[src/rtl/banyan_acq_ctl_if.sv]
// Control/status and snapshot-memory handshake bundle for the banyan acquisition sequencer.
// The sequencer connects through the slave modport; software and the memory sit on the master side.
interface banyan_acq_ctl_if #(
   parameter int aw = 10
);
   logic            arm;
   logic            abort;
   logic            mode;
   logic            trig;
   logic            fault;
   logic [aw+2:0]   post_count;
   logic            mem_rollover;
   logic [aw+2:0]   mem_pointer;
   logic            mem_reset;
   logic            mem_run;
   logic            busy;
   logic            ready;
   logic            wrapped;
   logic [aw+2:0]   trig_ptr;
   logic [2:0]      state;

   modport slave (
      input  arm, abort, mode, trig, fault, post_count, mem_rollover, mem_pointer,
      output mem_reset, mem_run, busy, ready, wrapped, trig_ptr, state
   );

   modport master (
      output arm, abort, mode, trig, fault, post_count, mem_rollover, mem_pointer,
      input  mem_reset, mem_run, busy, ready, wrapped, trig_ptr, state
   );
endinterface

[src/rtl/banyan_acq_ctl.sv]
// Acquisition sequencer for the 8-ADC banyan snapshot memory: one-shot and
// fault-triggered circular capture, with a drain window before data is reported ready.
module banyan_acq_ctl #(
   parameter int aw    = 10,
   parameter int drain = 4
) (
   input  logic            clk,
   input  logic            reset_n,
   banyan_acq_ctl_if.slave bus
);
   localparam int pw = aw + 3;
   localparam int dw = (drain > 1) ? $clog2(drain) : 1;
   localparam logic [dw-1:0] drain_last = dw'(drain - 1);

   typedef enum logic [2:0] {
      st_idle      = 3'd0,
      st_wait_trig = 3'd1,
      st_fill      = 3'd2,
      st_circ      = 3'd3,
      st_post      = 3'd4,
      st_drain     = 3'd5,
      st_done      = 3'd6
   } state_t;

   state_t          state_r;
   logic            mem_reset_r;
   logic            mem_run_r;
   logic            busy_r;
   logic            ready_r;
   logic            wrapped_r;
   logic [pw-1:0]   trig_ptr_r;
   logic [pw-1:0]   post_cnt_r;
   logic [dw-1:0]   drain_cnt_r;

   // Sequencer state, memory controls and status flags, all registered.
   always_ff @(posedge clk or negedge reset_n) begin
      if (!reset_n) begin
         state_r     <= st_idle;
         mem_reset_r <= 1'b0;
         mem_run_r   <= 1'b0;
         busy_r      <= 1'b0;
         ready_r     <= 1'b0;
         wrapped_r   <= 1'b0;
         trig_ptr_r  <= {pw{1'b0}};
         post_cnt_r  <= {pw{1'b0}};
         drain_cnt_r <= {dw{1'b0}};
      end else if (bus.abort) begin
         state_r     <= st_idle;
         mem_reset_r <= 1'b0;
         mem_run_r   <= 1'b0;
         busy_r      <= 1'b0;
         ready_r     <= 1'b0;
      end else begin
         mem_reset_r <= 1'b0;
         case (state_r)
            st_idle, st_done: begin
               if (bus.arm) begin
                  wrapped_r <= 1'b0;
                  ready_r   <= 1'b0;
                  busy_r    <= 1'b1;
                  if (bus.mode) begin
                     state_r     <= st_circ;
                     mem_reset_r <= 1'b1;
                     mem_run_r   <= 1'b1;
                  end else begin
                     state_r <= st_wait_trig;
                  end
               end
            end
            st_wait_trig: begin
               if (bus.trig) begin
                  state_r     <= st_fill;
                  mem_reset_r <= 1'b1;
                  mem_run_r   <= 1'b1;
               end
            end
            st_fill: begin
               if (bus.mem_rollover) begin
                  state_r     <= st_drain;
                  mem_run_r   <= 1'b0;
                  wrapped_r   <= 1'b1;
                  drain_cnt_r <= drain_last;
               end
            end
            st_circ: begin
               if (bus.mem_rollover) begin
                  wrapped_r <= 1'b1;
               end
               // A fault coinciding with the pointer-clear cycle refers to the old capture.
               if (bus.fault && !mem_reset_r) begin
                  trig_ptr_r <= bus.mem_pointer;
                  post_cnt_r <= bus.post_count;
                  state_r    <= st_post;
               end
            end
            st_post: begin
               if (bus.mem_rollover) begin
                  wrapped_r <= 1'b1;
               end
               if (post_cnt_r == {pw{1'b0}}) begin
                  state_r     <= st_drain;
                  mem_run_r   <= 1'b0;
                  drain_cnt_r <= drain_last;
               end else begin
                  post_cnt_r <= post_cnt_r - pw'(1'b1);
               end
            end
            st_drain: begin
               if (drain_cnt_r == {dw{1'b0}}) begin
                  state_r <= st_done;
                  busy_r  <= 1'b0;
                  ready_r <= 1'b1;
               end else begin
                  drain_cnt_r <= drain_cnt_r - dw'(1'b1);
               end
            end
            default: begin
               state_r   <= st_idle;
               mem_run_r <= 1'b0;
               busy_r    <= 1'b0;
               ready_r   <= 1'b0;
            end
         endcase
      end
   end

   assign bus.mem_reset = mem_reset_r;
   assign bus.mem_run   = mem_run_r;
   assign bus.busy      = busy_r;
   assign bus.ready     = ready_r;
   assign bus.wrapped   = wrapped_r;
   assign bus.trig_ptr  = trig_ptr_r;
   assign bus.state     = state_r;
endmodule

[src/flat_wrapper.sv]
// flat-port wrapper written by rule: the top's interface ports become plain ports
module banyan_acq_ctl_flat 
#(
   parameter int aw    = 10,
   parameter int drain = 4
)
  (clk, reset_n, bus_arm, bus_abort, bus_mode, bus_trig, bus_fault, bus_post_count, bus_mem_rollover, bus_mem_pointer, bus_mem_reset, bus_mem_run, bus_busy, bus_ready, bus_wrapped, bus_trig_ptr, bus_state);
  banyan_acq_ctl_if #(.aw(aw)) bus_i ();
  input  logic clk;
  input  logic reset_n;
  input wire logic [$bits(bus_i.arm)-1:0] bus_arm;
  input wire logic [$bits(bus_i.abort)-1:0] bus_abort;
  input wire logic [$bits(bus_i.mode)-1:0] bus_mode;
  input wire logic [$bits(bus_i.trig)-1:0] bus_trig;
  input wire logic [$bits(bus_i.fault)-1:0] bus_fault;
  input wire logic [$bits(bus_i.post_count)-1:0] bus_post_count;
  input wire logic [$bits(bus_i.mem_rollover)-1:0] bus_mem_rollover;
  input wire logic [$bits(bus_i.mem_pointer)-1:0] bus_mem_pointer;
  output wire logic [$bits(bus_i.mem_reset)-1:0] bus_mem_reset;
  output wire logic [$bits(bus_i.mem_run)-1:0] bus_mem_run;
  output wire logic [$bits(bus_i.busy)-1:0] bus_busy;
  output wire logic [$bits(bus_i.ready)-1:0] bus_ready;
  output wire logic [$bits(bus_i.wrapped)-1:0] bus_wrapped;
  output wire logic [$bits(bus_i.trig_ptr)-1:0] bus_trig_ptr;
  output wire logic [$bits(bus_i.state)-1:0] bus_state;
  assign bus_i.arm = bus_arm;
  assign bus_i.abort = bus_abort;
  assign bus_i.mode = bus_mode;
  assign bus_i.trig = bus_trig;
  assign bus_i.fault = bus_fault;
  assign bus_i.post_count = bus_post_count;
  assign bus_i.mem_rollover = bus_mem_rollover;
  assign bus_i.mem_pointer = bus_mem_pointer;
  assign bus_mem_reset = bus_i.mem_reset;
  assign bus_mem_run = bus_i.mem_run;
  assign bus_busy = bus_i.busy;
  assign bus_ready = bus_i.ready;
  assign bus_wrapped = bus_i.wrapped;
  assign bus_trig_ptr = bus_i.trig_ptr;
  assign bus_state = bus_i.state;
  banyan_acq_ctl #(.aw(aw), .drain(drain)) u_core (.clk(clk), .reset_n(reset_n), .bus(bus_i));
endmodule
[config.mk]
export PLATFORM = sky130hd
export DESIGN_NAME = banyan_acq_ctl_flat
export DESIGN_NICKNAME = d
export VERILOG_FILES = /design/src/rtl/banyan_acq_ctl_if.sv /design/src/rtl/banyan_acq_ctl.sv /design/src/flat_wrapper.sv
export SDC_FILE = /design/constraint.sdc
export NUM_CORES = 1
export LEC_CHECK = 0
export ABC_AREA = 0
export CORE_MARGIN = 10
export CORE_UTILIZATION = 54
export CTS_BUF_LIST = sky130_fd_sc_hd__clkbuf_8
export DETAILED_ROUTE_END_ITERATION = 7
export MAX_ROUTING_LAYER = met4
export PLACE_DENSITY_LB_ADDON = 0.25
export SYNTH_ARGS = -nofsm -noshare
export SYNTH_HDL_FRONTEND = slang
export SYNTH_SLANG_ARGS = --single-unit
[constraint.sdc]
create_clock -name clk -period 5.35 [get_ports clk]
set_input_delay 0.535 -clock clk [delete_from_list [all_inputs] [get_ports clk]]
set_output_delay 0.535 -clock clk [all_outputs]
set_load 0.005 [all_outputs]
---- Word level (Yosys, flattened, before mapping) ----
Index checks and enable logic that the tools add are counted.
Widths: inputs -> output; s select.
storage, ports and cells
  register bits ........................... 36
  input port bits ......................... 34
  output and inout bits ................... 21
  word-level logic and storage cells ...... 91
cells by class
  add/sub/neg operators ................... 2
  equal/unequal tests ..................... 22
  muxes and demuxes ....................... 38
  bitwise logic cells ..................... 1
  reductions and logical operators ........ 19
operators by type and width
  cell                   number
  $mux 13                2
  $pmux 13 s2            1
  $mux 3                 7
  $pmux 3 s6             1
  $mux 1                 17
  $logic_not 13->1       1
  $sub 13x1->13 const B  1
  $ne 3x3->1 const B     4
  $reduce_and 6->1       2
  $ne 2x1->1 const B     5
  $eq 3x3->1 const B     3
  $ne 3x2->1 const B     3
  $mux 2                 4
  $ne 2x2->1 const B     4
  $reduce_and 4->1       2
  $eq 3x2->1 const B     2
  $pmux 1 s3             2
  $pmux 2 s3             1
  $reduce_and 3->1       2
  $pmux 1 s5             1
  $reduce_and 5->1       1
  $pmux 1 s2             2
  $reduce_bool 2->1      2
  $reduce_or 2->1        2
  other kinds (10)       10

---- Depth between registers and ports, before layout ----
Gate-level depths: netlist of the first run.
  depth in word-level cells ............... 5
  gate-level depth with buffers ........... 7
  gate-level depth less buffers ........... 7

---- Worst setup path after synthesis of the first run ----
No wires, ideal clock.
  kind .................................... flip-flop to flip-flop
  from .................................... register u_core.post_cnt_r[0]
  to ...................................... register u_core.post_cnt_r[12]
  setup time .............................. 121 ps
  data arrival time ....................... 1806 ps
  data required time ...................... 5229 ps
  setup slack ............................. 3422 ps
  cell stages (with the launch flop) ...... 8
  path buffers ............................ 0
  clock period less this slack ............ 1928 ps
  path through ............................ dfrtp_1 inv_1 ha_1 or3b_2 nor3_1 nand2_1 o22a_1 o22a_1
on the way
  longest elaborated chain between the ends .. 3
  elaborated cells on any way between the ends .. 6
  classes of those cells .................. add/sub: 1; eq/ne: 1; mux: 2; reduce/logical: 2
ends and longest elaborated chain
  item                                                      line                                          source
  start, declared                                           banyan_acq_ctl.sv:32                          logic [pw-1:0] post_cnt_r;
  start signal, assigned                                    banyan_acq_ctl.sv:45                          post_cnt_r <= {pw{1'b0}};
  start signal, assigned                                    banyan_acq_ctl.sv:92                          post_cnt_r <= bus.post_count;
  start signal, assigned                                    banyan_acq_ctl.sv:105                         post_cnt_r <= post_cnt_r - pw'(1'b1);
  $sub 13x1->13 / $logic_not 13->1 (equally long branches)  banyan_acq_ctl.sv:105, banyan_acq_ctl.sv:100
  $mux 13 / $ne 2x2->1 (equally long branches)              -
  $pmux 13 s2 / $reduce_and 4->1 (equally long branches)    -
Several ways; a longest one is shown, not always the timed one. The select of a mux whose other input is x is not followed.
A chain may end at the register's enable or synchronous reset.

---- Final worst setup path of the first run ----
  from .................................... register u_core.state_r[0], in the netlist u_core.bus.state[0]
  to ...................................... register u_core.post_cnt_r[0]
on the way
  longest elaborated chain between the ends .. 3
  elaborated cells on any way between the ends .. 7
  classes of those cells .................. eq/ne: 4; mux: 1; reduce/logical: 2
ends and longest elaborated chain
  item                                                 line                  source
  start, declared                                      banyan_acq_ctl.sv:25  state_t state_r;
  start signal, assigned                               banyan_acq_ctl.sv:38  state_r <= st_idle;
  start signal, assigned                               banyan_acq_ctl.sv:48  state_r <= st_idle;
  start signal, assigned                               banyan_acq_ctl.sv:62  state_r <= st_circ;
  $eq 3x3->1 / $eq 3x2->1 (equally long branches)      banyan_acq_ctl.sv:55  case (state_r)
  $ne 2x2->1 (no source line) (tied with other cells)  -
  $reduce_and 4->1 (no source line)                    -
Several ways; a longest one is shown, not always the timed one.

==> results.toml, run 1 <==
[floorplan]
placementRows = 22
fp.dieH_um = 81.9
die_w_um = 81.9
ios = 55
start_util = 0.560
dieArea_mm2 = 0.00670
core_area_mm2 = 0.00369

[critical_path]
path_cells = "inv_1, nor4_4, o22ai_2, or3_1, o21ai_0"
max_stage_delay_ns = 0.86
arrival_ns = 3.22
critical-path-slowest-cell = "nor4_4"
required_ns = 5.56
crit_buf_inv = 1
critPathKind = "flop to flop"
cp-end-kind = "flop"
cp_max_fo = 26
startpoint_type = "flop"
critPathTopFamily = "simple AND/OR/NAND/NOR gates"

[place]
gp_congestion = 0.896
pre_cts_slack_ns = 2.10
io_buffer_count = 54
hpwl_um = 3850

[global_route]
antenna_found_initial = 0
grt_overflow = 0
grt_max_degree = 37
track_usage = 0.159
grt_pass1_vias = 1771
grt_pass1_wl_um = 8280

[clock_network]
clk_path_buf_depth = 2
clock_latency_ns = 0.29
cts-buffers-inserted = 5
postCtsResizedCells = 0
cts_tree = "built"
cts_setup_buffers = 0
clock-sinks = 36
hold_buffers = 0
cts_htree_levels = 2
root_buffer = "clkbuf_8"
cts.clk_slew.worst_paths_ns = 0.08

[synthesis]
ys_seq_elements = 36
async_reset_ff_frac = 1.00
netlist.area_leader.share = 0.436
synth_nets = 256
avgSynthCellArea_um2 = 9.44
ys_seq_area_frac = 0.436
synthFlopType = "dfrtp_1"
synth_mux_area_frac = 0.0914
synth-compound-area-share = 0.205
synthTopCellsByArea = "dfrtp_1 (44%), mux2_2 (8.2%), nor2_1 (5.6%), a21oi_1 (4.8%), o22a_1 (3.4%)"
syn_inst = 219
synth.yosys.warnings = 0
synth_fa_ha_area_frac = 0.0182
synth-simple-area-share = 0.191
synth_top_family_by_area = "compound AO/OA/AOI/OAI gates"
synth_xor_area_frac = 0.00424
synth_area_leader_cell = "dfrtp_1"
synth_cell_types = 44
synth_edf_count = 0
synth_area_mm2 = 0.00207

[power_and_ir_drop]
p_leak_nw = 1.12
power.density_mw_per_mm2 = 474
total_power_mw = 1.28
peakVddDrop_mv = 0.231

[drt]
routedWlPerCell_um = 16.1
ant_nets = 0
routed_wl_um = 5140
dr_total_vias = 1836
via_per_inst = 5.76
initialDrtViolationCount = 114
first_pass_iters = 5
drc = 0

[timing]
fin_crit_ns = 3.01
finClkSkew_ns = 0.0101
finalCritPeriodShare = 0.563
final-max-slew-violation-count = 0
setup_ws_ns = 2.34
max_freq_mhz = 332
worst_slew_pin_slew_ns = 0.896
max_slew_margin = 0.398
hold_viol_final = 0
finalSetupViolCount = 0
rsz0062_at_grt = "false"
tns_ns = 0
hold_ws_ns = 0.508

[run_status]
status = "finished, final reports clean"

[layout]
finalNetCount = 307
area_growth_pct = 30.8
fin_util = 0.733
layout-drive-gt1-share = 0.137
antennaDiodeCount = 0

[run]
cap_violations = 0

[hold_path]
min_path_type = "flop to flop"
-- cells in the mapped netlist, types with 2 or more instances --
cell type and number:
nand2b_1 2, nor3_1 6, a21oi_1 20, dfrtp_1 36, mux2_2 15, buf_2 3, a31oi_1 8, nand2_1 11
inv_1 12, nand3_1 5, a2bb2oi_1 3, nor4_4 2, o22ai_1 3, clkbuf_1 6, nor4_1 4, o22a_1 8
ha_1 3, buf_6 2, mux2i_1 2, a211oi_1 2, o21ai_0 13, nor2_1 31
-- state kept, by name (all words and copies together), names as in the netlist --
register	flops
u_core.bus.trig_ptr	13
u_core.bus.ready	1
u_core.bus.mem_reset	1
u_core.drain_cnt_r	2
u_core.bus.busy	1
u_core.bus.wrapped	1
u_core.post_cnt_r	13
u_core.bus.state	3
u_core.bus.mem_run	1
-- cells by family (layout without fill, tap and decap cells) --
kind of cell,Yosys count,in the layout
adders and majority gates,3,3
muxes,17,17
xor gates and xnor gates,1,1
and+or+nand+nor,74,74
buffers and inverters,24,76
AOI/OAI and AO/OA,64,64
DFF,36,36
-- layout make-up --
cell class / instances / area (um^2)
multi-input combinational: 159 / 1050
fill: 302 / 986
sequential: 36 / 901
timing repair buffer: 56 / 556
clock buffer: 5 / 68.8
tap: 48 / 60.1
inverter: 12 / 45.0
clock inverter: 3 / 18.8
-- final timing paths --
check	startpoint	endpoint	depth (start not counted)	slack (ns)
hold / removal	u_core.bus.trig_ptr[3]	u_core.bus.trig_ptr[3]	1	0.51
setup / recovery	u_core.bus.state[0]	u_core.post_cnt_r[0]	5	2.34
max in group asynchronous	reset_n	u_core.post_cnt_r[9]	2	4.38
min in group asynchronous	reset_n	u_core.bus.trig_ptr[10]	2	0.66
setup reg to reg	u_core.bus.state[0]	u_core.post_cnt_r[0]	5	2.34
hold reg to reg	u_core.bus.trig_ptr[3]	u_core.bus.trig_ptr[3]	1	0.51
-- where the power goes --
part           switching [mW]  internal (mW)
Sequential              0.140          0.391
Clock                  0.0987         0.0906
Combinational           0.247          0.313
-- layout by cell type (no fill, tap or decap), drive strengths merged, types with 4 or more instances in the layout --
cell type,netlist,final
inv,12,12
nor3,6,6
o21ai,13,13
o22ai,4,4
nor4,6,6
a31oi,8,8
clkdlybuf4s50,0,54
nand2,11,11
dfrtp,36,36
o22a,8,8
nand3,5,5
nor2,31,31
mux2,15,15
a21oi,20,20
clkbuf,6,5
-- per-layer routing --
layer | share of wire | up-vias | track usage
met5 | 0 | - | -
met4 | 0.012 | 0 | 0.0510
met3 | 0.086 | 6 | 0.0459
met2 | 0.46 | 66 | 0.242
met1 | 0.44 | 866 | 0.200
li1 | - | 898 | -
-- per-stage QoR --
stage	instance area (um^2)	instances
after global placement	2620	311
after floorplan	2070	219
final	2700	319
after CTS	2700	319
after detailed placement	2620	311
after global routing	2700	319
(Power assumes the default switching activity.)
==> run 2, diff against run 1 <==
--- a/config.mk
+++ b/config.mk
@@ -7,7 +7,7 @@
 export LEC_CHECK = 0
 export ABC_AREA = 0
 export CORE_MARGIN = 10
-export CORE_UTILIZATION = 54
+export CORE_UTILIZATION = 45
 export CTS_BUF_LIST = sky130_fd_sc_hd__clkbuf_8
 export DETAILED_ROUTE_END_ITERATION = 7
 export MAX_ROUTING_LAYER = met4
==> constraint.sdc (replaced) <==
create_clock -name clk -period 2.69 [get_ports clk]
set_input_delay 0.269 -clock clk [delete_from_list [all_inputs] [get_ports clk]]
set_output_delay 0.269 -clock clk [all_outputs]
set_load 0.005 [all_outputs]
==> results.toml, run 2 (synthesis results as in run 1) <==
[timing]
worst_slew_pin_slew_ns = 0.903
final-max-slew-violation-count = 0
fin_crit_ns = 2.24
setup_ws_ns = 0.447
hold_viol_final = 0
max_freq_mhz = 446
max_slew_margin = 0.398
finalSetupViolCount = 0
finClkSkew_ns = 0.00744
finalCritPeriodShare = 0.834
tns_ns = 0
rsz0062_at_grt = "false"

[clock_network]
cts.clk_slew.worst_paths_ns = 0.08
cts_tree = "built"
root_buffer = "clkbuf_8"
cts-buffers-inserted = 5
postCtsResizedCells = 0
cts_setup_buffers = 0
clock_latency_ns = 0.29
cts_htree_levels = 2
clock-sinks = 36
hold_buffers = 0
clk_path_buf_depth = 2

[global_route]
grt_overflow = 0
grtUsageMet2 = 0.196
grt_use_met3 = 0.0464
antenna_found_initial = 0
busiest_layer = "met2"
grt_util_met1 = 0.192
grt_pass1_vias = 1774
grt_max_degree = 37
track_usage = 0.144
grt_pass1_wl_um = 8630

[critical_path]
startpoint_type = "flop"
crit_path_start = "u_core.bus.state[1]"
cp_max_fo = 26
required_ns = 2.87
regToRegSetupSlack_ns = 0.45
r2r-end = "u_core.post_cnt_r[10]"
endpoint = "u_core.post_cnt_r[10]"
r2r_cells = 4
critPathKind = "flop to flop"
r2r_start = "u_core.bus.state[1]"
cp-end-kind = "flop"
arrival_ns = 2.42

[floorplan]
ios = 55
fp.dieH_um = 87.8
start_util = 0.468
die_w_um = 87.8
dieArea_mm2 = 0.00770
placementRows = 24
core_area_mm2 = 0.00441

[drt]
drc = 0
via_per_inst = 5.65
routedWlPerCell_um = 15.5
first_pass_iters = 5
ant_nets = 0
routed_wl_um = 5080
dr_total_vias = 1848
initialDrtViolationCount = 130

[place]
hpwl_um = 3750
pre_cts_slack_ns = 0.465
gp_congestion = 0.877
io_buffer_count = 54

[power_and_ir_drop]
peakVddDrop_mv = 0.554
p_leak_nw = 1.14
power.density_mw_per_mm2 = 966

[run_status]
status = "finished, final reports clean"

[layout]
final_cell_mix = "clkdlybuf4s50_1 (53), dfrtp_1 (36), nor2_1 (31)"
area_growth_pct = 33.4
finalNetCount = 311
antennaDiodeCount = 0
final_common_cell = "clkdlybuf4s50_1"
layout-drive-gt1-share = 0.153
fin_util = 0.624

[hold_path]
min_path_type = "input pin to asynchronous set/reset pin"

[run]
cap_violations = 0
run 2: cell count changes in the layout (fill, tap and decap cells not counted), sizes merged:
cell	delta
clkdlybuf4s50	-1
clkinv	-2
bufinv	+1
clkinvlp	+1
buf	+5
run 2: worst min path at each step:
stage                                   endpoint     from  slack, ns
after global placement      u_core.post_cnt_r[3]  reset_n       0.42
after floorplan                  u_core.bus.busy  reset_n      -0.03
after CTS                     u_core.bus.mem_run  reset_n       0.09
final                         u_core.bus.mem_run  reset_n       0.06
after global routing      u_core.bus.trig_ptr[7]  reset_n       0.12
after detailed placement    u_core.post_cnt_r[2]  reset_n       0.41
run 2: layout make-up:
type                            instances  area, um^2
Clock inverter                          3        42.5
Clock buffer                            5        68.8
Multi-Input combinational cell        159        1050
Sequential cell                        36         901
Fill cell                             381        1660
Tap cell                               52        65.1
Timing Repair Buffer                   60         581
Inverter                               12        45.0
run 2: power breakdown:
group	switching [mW]	internal, mW	leakage, nW
sequential	0.222	0.778	0.443
clock	0.209	0.274	0.0541
combinational	0.539	0.640	0.645
total	0.970	1.69	1.14
run 2: stage by stage:
stage	hold WS [ns]	instance area (um^2)	std cells	power, mW
4_1_cts	0.0947	2760	327	2.68
5_1_grt	0.123	2760	327	2.88
6_report	0.0576	2760	327	2.66
3_3_place_gp	0.416	2650	319	2.17
3_5_place_dp	0.411	2650	319	2.19
2_1_floorplan	-0.0266	2070	219	1.71
run 2: critical path, cell delays in order (launching register included):
cell and delay (ns):
dfrtp_1 0.54, or3b_1 0.49, o22ai_2 0.69, o21ba_2 0.26, o22a_1 0.16
run 2: routing by layer:
metal | vias to the layer above | share of wire
met3 | 7 | 0.073
met1 | 881 | 0.48
met4 | 0 | 0.014
met5 | - | 0
met2 | 54 | 0.43
li1 | 906 | -
==> run 3, diff against run 2 <==
--- a/config.mk
+++ b/config.mk
@@ -7,7 +7,7 @@
 export LEC_CHECK = 0
 export ABC_AREA = 0
 export CORE_MARGIN = 10
-export CORE_UTILIZATION = 45
+export CORE_UTILIZATION = 50
 export CTS_BUF_LIST = sky130_fd_sc_hd__clkbuf_8
 export DETAILED_ROUTE_END_ITERATION = 7
 export MAX_ROUTING_LAYER = met4
==> constraint.sdc (replaced) <==
create_clock -name clk -period 2.3 [get_ports clk]
set_input_delay 0.23 -clock clk [delete_from_list [all_inputs] [get_ports clk]]
set_output_delay 0.23 -clock clk [all_outputs]
set_load 0.005 [all_outputs]
==> results.toml, run 3 (synthesis results as in run 1) <==
[critical_path]
required_ns = 2.48
startpoint_type = "flop"
max_stage_delay_ns = 0.48
path_cells = "inv_1, ha_1, or3b_2, nor3_1, nand2_1, o22a_1, o22a_1"
critical-path-slowest-cell = "or3b_2"
arrival_ns = 2.30
regToRegSetupSlack_ns = 0.18
timing.critical_path.mode_cell = "o22a_1"
critPathKind = "flop to flop"
cp-end-kind = "flop"
cp_max_fo = 4

[layout]
area_growth_pct = 34.4
final_common_cell = "clkdlybuf4s50_1"
final_cell_mix = "clkdlybuf4s50_1 (54), dfrtp_1 (36), nor2_1 (31)"
layout-drive-gt1-share = 0.155
finalNetCount = 314
antennaDiodeCount = 0
fillCellCount = 323

[power_and_ir_drop]
peakVddDrop_mv = 0.693
power.density_mw_per_mm2 = 1120
p_leak_nw = 1.16

[clock_network]
cts_htree_levels = 2
clock-sinks = 36
clock_latency_ns = 0.29
cts_setup_buffers = 0
cts.clk_slew.worst_paths_ns = 0.07
root_buffer = "clkbuf_8"
cts-buffers-inserted = 5
clk_path_buf_depth = 2
postCtsResizedCells = 0
cts_tree = "built"
hold_buffers = 0

[timing]
finalSetupViolCount = 0
hold_viol_final = 0
final-max-slew-violation-count = 0
worst_slew_pin_slew_ns = 0.447
max_slew_margin = 0.702
finalCritPeriodShare = 0.921
hold_ws_ns = 0.353
max_freq_mhz = 472
tns_ns = 0
fin_crit_ns = 2.12
finClkSkew_ns = 0.00651
rsz0062_at_grt = "false"

[floorplan]
ios = 55
start_util = 0.517
fp.dieH_um = 84.3
die_w_um = 84.3
placementRows = 23
dieArea_mm2 = 0.00711
core_area_mm2 = 0.00400

[drt]
first_pass_iters = 5
routedWlPerCell_um = 15.4
via_per_inst = 5.59
initialDrtViolationCount = 187
dr_total_vias = 1835
routed_wl_um = 5040
drc = 0
ant_nets = 0

[place]
gp_congestion = 0.832
hpwl_um = 3700
io_buffer_count = 54

[hold_path]
min_path_type = "input pin to asynchronous set/reset pin"

[run]
cap_violations = 0

[global_route]
grt_overflow = 0
grt_max_degree = 37
track_usage = 0.148
grt_pass1_wl_um = 8620
antenna_found_initial = 0
grt_pass1_vias = 1814

[run_status]
status = "finished, final reports clean"
run 3: cell count changes in the layout (fill, tap and decap cells not counted), sizes merged:
cell | before | now
clkinvlp | 1 | 0
buf | 7 | 9
clkdlybuf4s50 | 53 | 54
inv | 12 | 13
run 3: path summary, 6_finish.rpt:
path                                    startpoint                 endpoint  cells after the start
max in group asynchronous                  reset_n    u_core.post_cnt_r[12]                      2
min in group clk           u_core.bus.trig_ptr[10]  u_core.bus.trig_ptr[10]                      1
setup / recovery              u_core.post_cnt_r[0]    u_core.post_cnt_r[12]                      7
hold / removal                             reset_n   u_core.bus.trig_ptr[8]                      2
hold reg to reg            u_core.bus.trig_ptr[10]  u_core.bus.trig_ptr[10]                      1
setup reg to reg              u_core.post_cnt_r[0]    u_core.post_cnt_r[12]                      7
run 3: final cells by class:
cell class              count  area (um^2)  share of cell area
multi-input cells         159         1050               0.379
well taps                  50         62.6              0.0225
clock buffers               5         68.8              0.0248
inverters                  12         45.0              0.0162
repair buffers             63          608               0.219
clock inverters             3         38.8              0.0140
flip-flops and latches     36          901               0.324
run 3: power breakdown:
| part | switching [mW] | internal (mW) |
|---|---|---|
| registers | 0.232 | 0.911 |
| logic | 0.658 | 0.767 |
| clock network | 0.232 | 0.317 |
run 3: layer usage:
metal	track usage	wire length, um	vias up
met5	-	0	-
met4	0.0502	78	0
met3	0.0502	386	9
met2	0.219	2270	71
met1	0.184	2300	843
li1	-	-	912
run 3: critical path, delay by kind of cell (launching register included):
family / cells / cell delay [ns]
simple gates: 3 / 0.90
compound gates: 2 / 0.38
flops: 1 / 0.41
buf+inv: 1 / 0.11
fa+ha+maj: 1 / 0.21
run 3: metrics by stage:
step / cells / utilization / setup WS [ns] / total power [mW] / area, um^2
finish: 328 / 0.694 / 0.182 / 3.12 / 2780
global placement: 320 / 0.668 / 0.294 / 2.54 / 2670
detailed placement: 320 / 0.668 / 0.210 / 2.58 / 2670
global route: 328 / 0.694 / 0.0249 / 3.38 / 2780
floorplan: 219 / - / 0.372 / 2.00 / 2070
CTS: 328 / 0.694 / 0.192 / 3.14 / 2780
